--- src/rtl/move_command_queue.sv ---
// Parses SPI move messages into a 2**DEPTH_BITS ring buffer with a valid/ready head port.
// Define WORD_TIMEOUT_EN to abort half-received messages after TIMEOUT_CYCLES idle clocks.
module move_command_queue #(
  parameter int MOTOR_COUNT        = 1,
  parameter int DEPTH_BITS         = 2,
  parameter int MOVE_DURATION_BITS = 32,
  parameter int TIMEOUT_CYCLES     = 65535
) (
  input  logic                          CLK,
  input  logic                          reset,
  input  logic                          word_received,
  input  logic [63:0]                   word_data,
  output logic [63:0]                   word_send_data,
  output logic                          move_valid,
  input  logic                          move_ready,
  output logic [MOTOR_COUNT-1:0]        move_dir,
  output logic [MOVE_DURATION_BITS-1:0] move_duration,
  output logic [64*MOTOR_COUNT-1:0]     move_increment,
  output logic [64*MOTOR_COUNT-1:0]     move_incrementincrement,
  output logic                          buffer_dtr,
  output logic [DEPTH_BITS:0]           queue_count,
  output logic                          overflow
);

  typedef enum logic [1:0] {
    IDLE,
    STEP_DUR,
    STEP_AXIS
  } state_e;

  localparam int DEPTH = 1 << DEPTH_BITS;
  localparam int AXW   = (MOTOR_COUNT > 1) ? $clog2(MOTOR_COUNT) : 1;
  localparam int IW    = 64 * MOTOR_COUNT;
  localparam int DW    = MOVE_DURATION_BITS;
  localparam logic [AXW-1:0]      LAST_AX  = AXW'(MOTOR_COUNT - 1);
  localparam logic [DEPTH_BITS:0] FULL_CNT = (DEPTH_BITS + 1)'(DEPTH);

  state_e state_q, state_d;
  logic [AXW-1:0] axis_q, axis_d;
  logic phase_q, phase_d;

  logic [MOTOR_COUNT-1:0] stg_dir_q, stg_dir_d;
  logic [DW-1:0] stg_dur_q, stg_dur_d;
  logic [IW-1:0] stg_inc_q, stg_inc_d;
  logic [IW-1:0] stg_ii_q, stg_ii_d;

  logic [DEPTH_BITS-1:0] wr_q, wr_d;
  logic [DEPTH_BITS-1:0] rd_q, rd_d;
  logic [DEPTH_BITS:0] cnt_q, cnt_d;
  logic [31:0] done_q, done_d;
  logic ovf_q, ovf_d;
  logic tmo_err_q, tmo_err_d;
  logic clr_q, clr_d;
  logic [63:0] send_q, send_d;

  logic [MOTOR_COUNT-1:0] mem_dir_q [DEPTH];
  logic [DW-1:0] mem_dur_q [DEPTH];
  logic [IW-1:0] mem_inc_q [DEPTH];
  logic [IW-1:0] mem_ii_q [DEPTH];

  logic commit, flush, stat_cmd, tmo_hit;
  logic full, pop, pop_eff, push;
  logic [63:0] status;

`ifdef WORD_TIMEOUT_EN
  localparam logic [31:0] TMO_LAST = 32'(TIMEOUT_CYCLES - 1);
  logic [31:0] tmo_q, tmo_d;

  assign tmo_hit = (state_q != IDLE) && !word_received
                && (tmo_q == TMO_LAST);
  assign tmo_d = (state_q == IDLE || word_received)
               ? 32'd0 : tmo_q + 32'd1;

  always_ff @(posedge CLK) begin
    if (reset) tmo_q <= '0;
    else       tmo_q <= tmo_d;
  end
`else
  logic unused_tmo;
  assign unused_tmo = (TIMEOUT_CYCLES == 0);
  assign tmo_hit = 1'b0;
`endif

  assign move_valid = (cnt_q != '0);
  assign full       = (cnt_q == FULL_CNT);
  assign pop        = move_valid & move_ready;

  // Message parser
  always_comb begin
    state_d   = state_q;
    axis_d    = axis_q;
    phase_d   = phase_q;
    stg_dir_d = stg_dir_q;
    stg_dur_d = stg_dur_q;
    stg_inc_d = stg_inc_q;
    stg_ii_d  = stg_ii_q;
    commit    = 1'b0;
    flush     = 1'b0;
    stat_cmd  = 1'b0;
    if (word_received) begin
      unique case (state_q)
        IDLE: begin
          unique case (word_data[63:56])
            8'h01: begin
              stg_dir_d = word_data[MOTOR_COUNT-1:0];
              state_d   = STEP_DUR;
            end
            8'h02: stat_cmd = 1'b1;
            8'h03: flush    = 1'b1;
            default: ;
          endcase
        end
        STEP_DUR: begin
          stg_dur_d = word_data[DW-1:0];
          state_d   = STEP_AXIS;
          axis_d    = '0;
          phase_d   = 1'b0;
        end
        STEP_AXIS: begin
          if (!phase_q) begin
            stg_inc_d[64*int'(axis_q) +: 64] = word_data;
            phase_d = 1'b1;
          end else begin
            stg_ii_d[64*int'(axis_q) +: 64] = word_data;
            phase_d = 1'b0;
            if (axis_q == LAST_AX) begin
              commit  = 1'b1;
              state_d = IDLE;
              axis_d  = '0;
            end else begin
              axis_d = axis_q + 1'b1;
            end
          end
        end
        default: state_d = IDLE;
      endcase
    end
    if (tmo_hit) begin
      state_d = IDLE;
      axis_d  = '0;
      phase_d = 1'b0;
    end
  end

  // Ring buffer bookkeeping; flush overrides pop and commit
  always_comb begin
    pop_eff   = pop & ~flush;
    push      = commit & (~full | pop) & ~flush;
    wr_d      = wr_q;
    rd_d      = rd_q;
    cnt_d     = cnt_q;
    done_d    = done_q;
    ovf_d     = ovf_q;
    tmo_err_d = tmo_err_q;
    clr_d     = stat_cmd;
    if (clr_q) begin
      ovf_d     = 1'b0;
      tmo_err_d = 1'b0;
    end
    if (tmo_hit) tmo_err_d = 1'b1;
    if (flush) begin
      wr_d  = '0;
      rd_d  = '0;
      cnt_d = '0;
      ovf_d = 1'b0;
    end else begin
      if (pop_eff) begin
        rd_d   = rd_q + 1'b1;
        done_d = done_q + 32'd1;
      end
      if (push) wr_d = wr_q + 1'b1;
      if (commit && !push) ovf_d = 1'b1;
      cnt_d = cnt_q
            + {{DEPTH_BITS{1'b0}}, push}
            - {{DEPTH_BITS{1'b0}}, pop_eff};
    end
    status                = '0;
    status[DEPTH_BITS:0]  = cnt_d;
    status[8]             = (cnt_d == FULL_CNT);
    status[9]             = (cnt_d == '0);
    status[10]            = ovf_d;
    status[11]            = tmo_err_d;
    status[47:16]         = done_d;
    send_d = word_received ? status : send_q;
  end

  always_ff @(posedge CLK) begin
    if (reset) begin
      state_q   <= IDLE;
      axis_q    <= '0;
      phase_q   <= 1'b0;
      stg_dir_q <= '0;
      stg_dur_q <= '0;
      stg_inc_q <= '0;
      stg_ii_q  <= '0;
      wr_q      <= '0;
      rd_q      <= '0;
      cnt_q     <= '0;
      done_q    <= '0;
      ovf_q     <= 1'b0;
      tmo_err_q <= 1'b0;
      clr_q     <= 1'b0;
      send_q    <= '0;
    end else begin
      state_q   <= state_d;
      axis_q    <= axis_d;
      phase_q   <= phase_d;
      stg_dir_q <= stg_dir_d;
      stg_dur_q <= stg_dur_d;
      stg_inc_q <= stg_inc_d;
      stg_ii_q  <= stg_ii_d;
      wr_q      <= wr_d;
      rd_q      <= rd_d;
      cnt_q     <= cnt_d;
      done_q    <= done_d;
      ovf_q     <= ovf_d;
      tmo_err_q <= tmo_err_d;
      clr_q     <= clr_d;
      send_q    <= send_d;
    end
  end

  // Entry storage carries no reset; head outputs are masked while empty
  always_ff @(posedge CLK) begin
    if (push) begin
      mem_dir_q[wr_q] <= stg_dir_d;
      mem_dur_q[wr_q] <= stg_dur_d;
      mem_inc_q[wr_q] <= stg_inc_d;
      mem_ii_q[wr_q]  <= stg_ii_d;
    end
  end

  assign move_dir       = move_valid ? mem_dir_q[rd_q] : '0;
  assign move_duration  = move_valid ? mem_dur_q[rd_q] : '0;
  assign move_increment = move_valid ? mem_inc_q[rd_q] : '0;
  assign move_incrementincrement =
    move_valid ? mem_ii_q[rd_q] : '0;

  assign word_send_data = send_q;
  assign buffer_dtr     = ~full;
  assign queue_count    = cnt_q;
  assign overflow       = ovf_q;

endmodule

--- config.mk ---
export PLATFORM = sky130hd
export DESIGN_NAME = move_command_queue
export DESIGN_NICKNAME = d
export VERILOG_FILES = /design/src/rtl/move_command_queue.sv
export SDC_FILE = /design/constraint.sdc
export NUM_CORES = 1
export LEC_CHECK = 0
export CORE_UTILIZATION = 41
export DETAILED_ROUTE_END_ITERATION = 8
export GPL_TIMING_DRIVEN = 1
export PLACE_DENSITY = 0.57
export SLEW_MARGIN = 20
export SYNTH_ARGS = -nofsm -noshare
export SYNTH_HDL_FRONTEND = slang
export SYNTH_SLANG_ARGS = --single-unit
--- constraint.sdc ---
create_clock -name CLK -period 19.7 [get_ports CLK]
set_clock_uncertainty 0.05 [all_clocks]
set_input_delay 3.94 -clock CLK [delete_from_list [all_inputs] [get_ports CLK]]
set_output_delay 3.94 -clock CLK [all_outputs]
set_load 0.05 [all_outputs]
==> impl_metrics.ini, run 1 <==
[sta]
tightest_slew_ns = 1.10
setup_tns_ns = 0
rsz0062_at_grt = no
timing.final.ws_setup_ns = 10.97
finalCriticalPeriod_ns = 8.73
drv_slew = 0
slew_headroom = 0.266
max_freq_ghz = 0.115
hold_violations = 0
period_share = 0.443
setup_viol = 0

[final_layout]
stdcell_area_um2 = 40900
nets = 2322
ff_latch_area_um2 = 24300
final_common_cell = edfxtp_1
layout_common_cells = edfxtp_1 (644), clkdlybuf4s50_1 (271), dfxtp_1 (245)
multi_input_area_um2 = 9370
fin_util = 0.497
antenna_cells = 0
area.growth.synth_to_final_pct = 19.5
drive_gt1_frac = 0.214
fillers = 6890

[setup_path]
cp.depth = 5
end_kind = output pin
slowest_delay_ns = 0.94
endpoint = move_increment[5]
crit_chain = buf_4 > buf_4 > mux4_2 > and2_1 > clkdlybuf4s50_1
crit_arrival_ns = 4.74
r2r-end = word_send_data[2]
cpMostUsedCell = buf_4
start_kind = register
worstPathMaxFanout = 64
r2r_start = queue_count[1]
slowest_stage = buf_4
ff2ff_path_depth = 15
worstSetupPathType = register to output pin
r2r_slack_ns = 15.30
worstPathRequired_ns = 15.71
cp_num_buf_inv = 3
critical-path-top-delay-family = buffers and inverters

[clock_tree]
cts_setup_buffers = 0
cts_tree = built
cts_resized = 0
htree_levels = 3
clkSinkCount = 891
cts_hold_buf = 0
clk_transition_reported_paths_ns = 0.06
clockRootBuffer = clkbuf_16
clockBufferDepth = 3
clock_latency_ns = 0.65
cts_made_buffers = 93

[placed_design]
dpl_cell_area_um2 = 37900
numPortBuffers = 273
post-place-ws_ns = 11.35
gp_congestion = 0.723
place_hpwl_um = 43700

[pwr]
switchingPower_uw = 760
p_sw_frac = 0.205
pwr_density_cell_nw_per_um2 = 90.6
combPwrFrac = 0.018
pwr-share-seq = 0.537
leakage_nw = 13.2
irDropWorstVdd_uv = 73.9
power_frac_clock = 0.445
intPower_mw = 2.94

[synthesis]
yosysSeqAreaShare = 0.710
synth_area_per_cell_um2 = 17.4
synthArstFlopShare = 0
synth_area_leaders = edfxtp_1 (57%), dfxtp_1 (14%), mux4_2 (11%)
ys.flop_type = edfxtp_1
synth-seq-cells = 891
synth_area_um2 = 34200
synth-edff-count = 644
ys_types = 45
synth_top_area_frac = 0.566
yosys_warnings = 0
syn_inst = 1966
yosysTopAreaCell = edfxtp_1

[grt]
grt_max_degree = 105
grt_pass1_wl_um = 116000
grt_pass1_vias = 18700
grt_usage = 0.181
antenna_found_initial = 3
grt.overflow.total = 0

[detailed_routing]
post-route-drc-count = 0
via_count = 17400
postRouteAntennaNets = 0
first_iter_violations = 1029
routed_via_density = 5.14
wire_per_inst_um = 22.6
drt-pass1-iter-count = 5
routed_wl_um = 76800

[floorplanning]
die_area_um2 = 84600
die_w_um = 291
core.rowCount = 105
initial_utilization = 0.416
core_area_um2 = 82200
io_pins = 299
dieHeight_um = 291

[worst_hold_path]
hp-start = clr_q
hold_class = register to register

[status]
status = finished, final reports clean

[flow_run]
maxCapViolCount = 0
==> routing by layer <==
metal,GRT usage,part of all wire
met1,0.229,0.42
met2,0.317,0.51
met3,0.0384,0.049
met4,0.0466,0.016
met5,0,0.00050
==> state kept, by name, summed over array words and instances (netlist names), named ones only <==
register	cells
mem_ii_q	256
mem_inc_q	256
mem_dur_q	128
stg_ii_q	64
stg_inc_q	64
word_send_data	39
done_q	32
stg_dur_q	32
mem_dir_q	4
queue_count	3
rd_q	2
state_q	2
wr_q	2
clr_q	1
overflow	1
phase_q	1
stg_dir_q	1
tmo_err_q	1
==> cells in the mapped netlist (7+ instances only) <==
| cell type | n |
|---|---|
| a211oi_1 | 31 |
| a21oi_1 | 8 |
| and2_1 | 164 |
| and3_1 | 10 |
| and4_1 | 7 |
| buf_1 | 15 |
| buf_2 | 23 |
| buf_4 | 25 |
| clkbuf_1 | 75 |
| dfxtp_1 | 247 |
| edfxtp_1 | 644 |
| ha_1 | 11 |
| inv_1 | 11 |
| mux2_2 | 161 |
| mux4_2 | 161 |
| nand2_1 | 18 |
| nand3_1 | 19 |
| nand4_1 | 19 |
| nor2_1 | 81 |
| nor2b_1 | 164 |
| xnor2_1 | 7 |
| xor2_1 | 28 |
==> power groups by stage <==
stage / clock, mW / sequential, mW / combinational (mW)
3_5_place_dp: 0 / 2.03 / 0.0672
5_1_grt: 1.77 / 1.99 / 0.0698
4_1_cts: 1.69 / 1.99 / 0.0674
3_3_place_gp: 0 / 2.03 / 0.0671
2_1_floorplan: 0 / 2.04 / 0.0280
6_report: 1.65 / 1.99 / 0.0664
==> how the worst min path moves through the flow <==
| stage | endpoint | slack, ns | cells past startpoint |
|---|---|---|---|
| floorplan | tmo_err_q | 0.36 | 1 |
| global placement | tmo_err_q | 0.40 | 1 |
| detailed placement | word_send_data[10] | 0.41 | 2 |
| CTS | tmo_err_q | 0.42 | 1 |
| global route | tmo_err_q | 0.42 | 1 |
| finish | tmo_err_q | 0.41 | 1 |
==> cell type report <==
class                      count  area share
sequential                   891       0.594
clock buffer                 136      0.0639
timing repair buffer         295      0.0717
multi-input combinational    950       0.229
inverter                      11     0.00107
clock inverter                40     0.00704
tap                         1070      0.0328
==> per-stage QoR <==
step	power (mW)	hold slack, ns	instances
after floorplan	2.07	0.360	1990
after global placement	2.10	0.397	3216
after detailed placement	2.10	0.408	3216
after CTS	3.75	0.416	3392
after global routing	3.83	0.421	3393
final	3.70	0.407	3393
==> cell families after synthesis <==
logic type	Yosys count	synth area share
fa+ha+maj	12	0.00461
other cells	1	0.000110
simple gates	506	0.0865
mux	327	0.161
xor+xnor	35	0.00897
flops	891	0.710
compound gates	45	0.00915
buf+inv	149	0.0199
Power figures use the tool's default switching activity.
==> inputs of run 2 (changes only) <==
==> constraint.sdc (replaced) <==
create_clock -name CLK -period 8.4 [get_ports CLK]
set_clock_uncertainty 0.05 [all_clocks]
set_input_delay 1.68 -clock CLK [delete_from_list [all_inputs] [get_ports CLK]]
set_output_delay 1.68 -clock CLK [all_outputs]
set_load 0.05 [all_outputs]
==> run 2 against run 1 <==
Net effect: final cell count down 0.15%; die area unchanged; first-iteration DRC count is 8.6% higher.
==> impl_metrics.ini, run 2 (synthesized netlist as in run 1, its figures left out) <==
[final_layout]
layout_common_cells = edfxtp_1 (644), clkdlybuf4s50_1 (271), dfxtp_1 (245)
drive_gt1_frac = 0.218
final_common_cell = edfxtp_1
nets = 2320
area.growth.synth_to_final_pct = 20.0
reg.largest.list = mem_ii_q x256, mem_inc_q x256, mem_dur_q x128
fillers = 6878

[detailed_routing]
postRouteAntennaNets = 0
routed_via_density = 5.14
routed_wl_um = 75300
first_iter_violations = 1118
post-route-drc-count = 0
wire_per_inst_um = 22.2
via_count = 17400
drt-pass1-iter-count = 5

[sta]
slew_headroom = 0.284
setup_viol = 0
max_freq_ghz = 0.179
setup_tns_ns = 0
period_share = 0.666
finalCriticalPeriod_ns = 5.60
rsz0062_at_grt = no
tightest_slew_ns = 1.07
drv_slew = 0
timing.final.ws_setup_ns = 2.80
hold_violations = 0

[floorplanning]
die_area_um2 = 84600
core_area_um2 = 82200
io_pins = 299
dieHeight_um = 291
die_w_um = 291
initial_utilization = 0.416
core.rowCount = 105

[setup_path]
worstSetupPathType = register to output pin
critPathLaunch = queue_count[1]
worstPathMaxFanout = 92
crit_arrival_ns = 3.87
end_kind = output pin
worstPathRequired_ns = 6.67
start_kind = register
ff2ff_path_depth = 14
r2r_start = queue_count[1]

[clock_tree]
clkSinkCount = 891
clockBufferDepth = 3
cts_hold_buf = 0
cts_resized = 0
clock_latency_ns = 0.64
clk_transition_reported_paths_ns = 0.06
cts_setup_buffers = 0
cts_made_buffers = 90
cts_tree = built
clockRootBuffer = clkbuf_16
htree_levels = 3

[placed_design]
post-place-ws_ns = 2.81
gp_congestion = 0.735
numPortBuffers = 273
place_hpwl_um = 42700

[grt]
grt_max_degree = 137
antenna_found_initial = 3
grt.overflow.total = 0
grt_pass1_wl_um = 114000
grt_usage = 0.179
grt_pass1_vias = 18200

[worst_hold_path]
hold_class = register to register
hold-path-cell-count = 2
hp-start = word_send_data[11]

[flow_run]
maxCapViolCount = 0

[status]
status = finished, final reports clean

[pwr]
irDropWorstVdd_uv = 132
pwr_density_cell_nw_per_um2 = 215
leakage_nw = 13.3
==> run 2: changes by cell type in the layout (fill, tap and decap cells not counted), sizes merged <==
| cell | delta |
|---|---|
| diode | +1 |
| inv | -2 |
| clkinv | -5 |
| bufinv | +6 |
| clkbuf | -7 |
| buf | +1 |
| clkinvlp | +1 |
==> run 2: per-layer routing <==
layer  vias up  GRT usage  wire [um]
li1       7915          -          -
met5         -          0         13
met4         2     0.0461       1230
met1      9010      0.241      32900
met2       387      0.301      37500
met3        86     0.0295       3670
==> run 2: path summary, 6_finish.rpt <==
path                              to  slack, ns
setup / recovery   move_duration[24]       2.80
setup reg to reg   word_send_data[9]       3.98
hold / removal    word_send_data[11]       0.42
hold reg to reg   word_send_data[11]       0.42
==> run 2: critical path, cell delays in order, from the launching register on <==
cell and delay, ns:
dfxtp_1 0.36, nor3_1 0.73, inv_4 0.56, buf_4 0.50, and2_1 0.25, clkdlybuf4s50_1 0.70
==> run 2: where the power goes <==
part / switching (mW) / internal, mW
clock network: 1.65 / 2.36
logic: 0.108 / 0.0478
registers: 0.00515 / 4.66
total: 1.76 / 7.06
==> run 2: final cells by class <==
type,count,area [um2],area share
diodes,1,2.50,0.0000610
clock buffers,129,2570,0.0627
clock inverters,40,424,0.0103
inverters,11,43.8,0.00107
multi-input cells,950,9380,0.229
flip-flops and latches,891,24300,0.592
well taps,1070,1340,0.0326
repair buffers,296,2990,0.0729
==> run 2: stage by stage <==
stage / instance area, um2 / hold slack [ns] / instances / power, mW / utilization
3_3_place_gp: 38000 / 0.407 / 3218 / 4.92 / 0.462
5_1_grt: 41000 / 0.447 / 3387 / 9.11 / 0.499
3_5_place_dp: 38000 / 0.410 / 3218 / 4.92 / 0.462
6_report: 41000 / 0.419 / 3388 / 8.82 / 0.499
2_1_floorplan: 34300 / 0.360 / 1990 / 4.85 / -
4_1_cts: 41000 / 0.420 / 3387 / 8.93 / 0.499
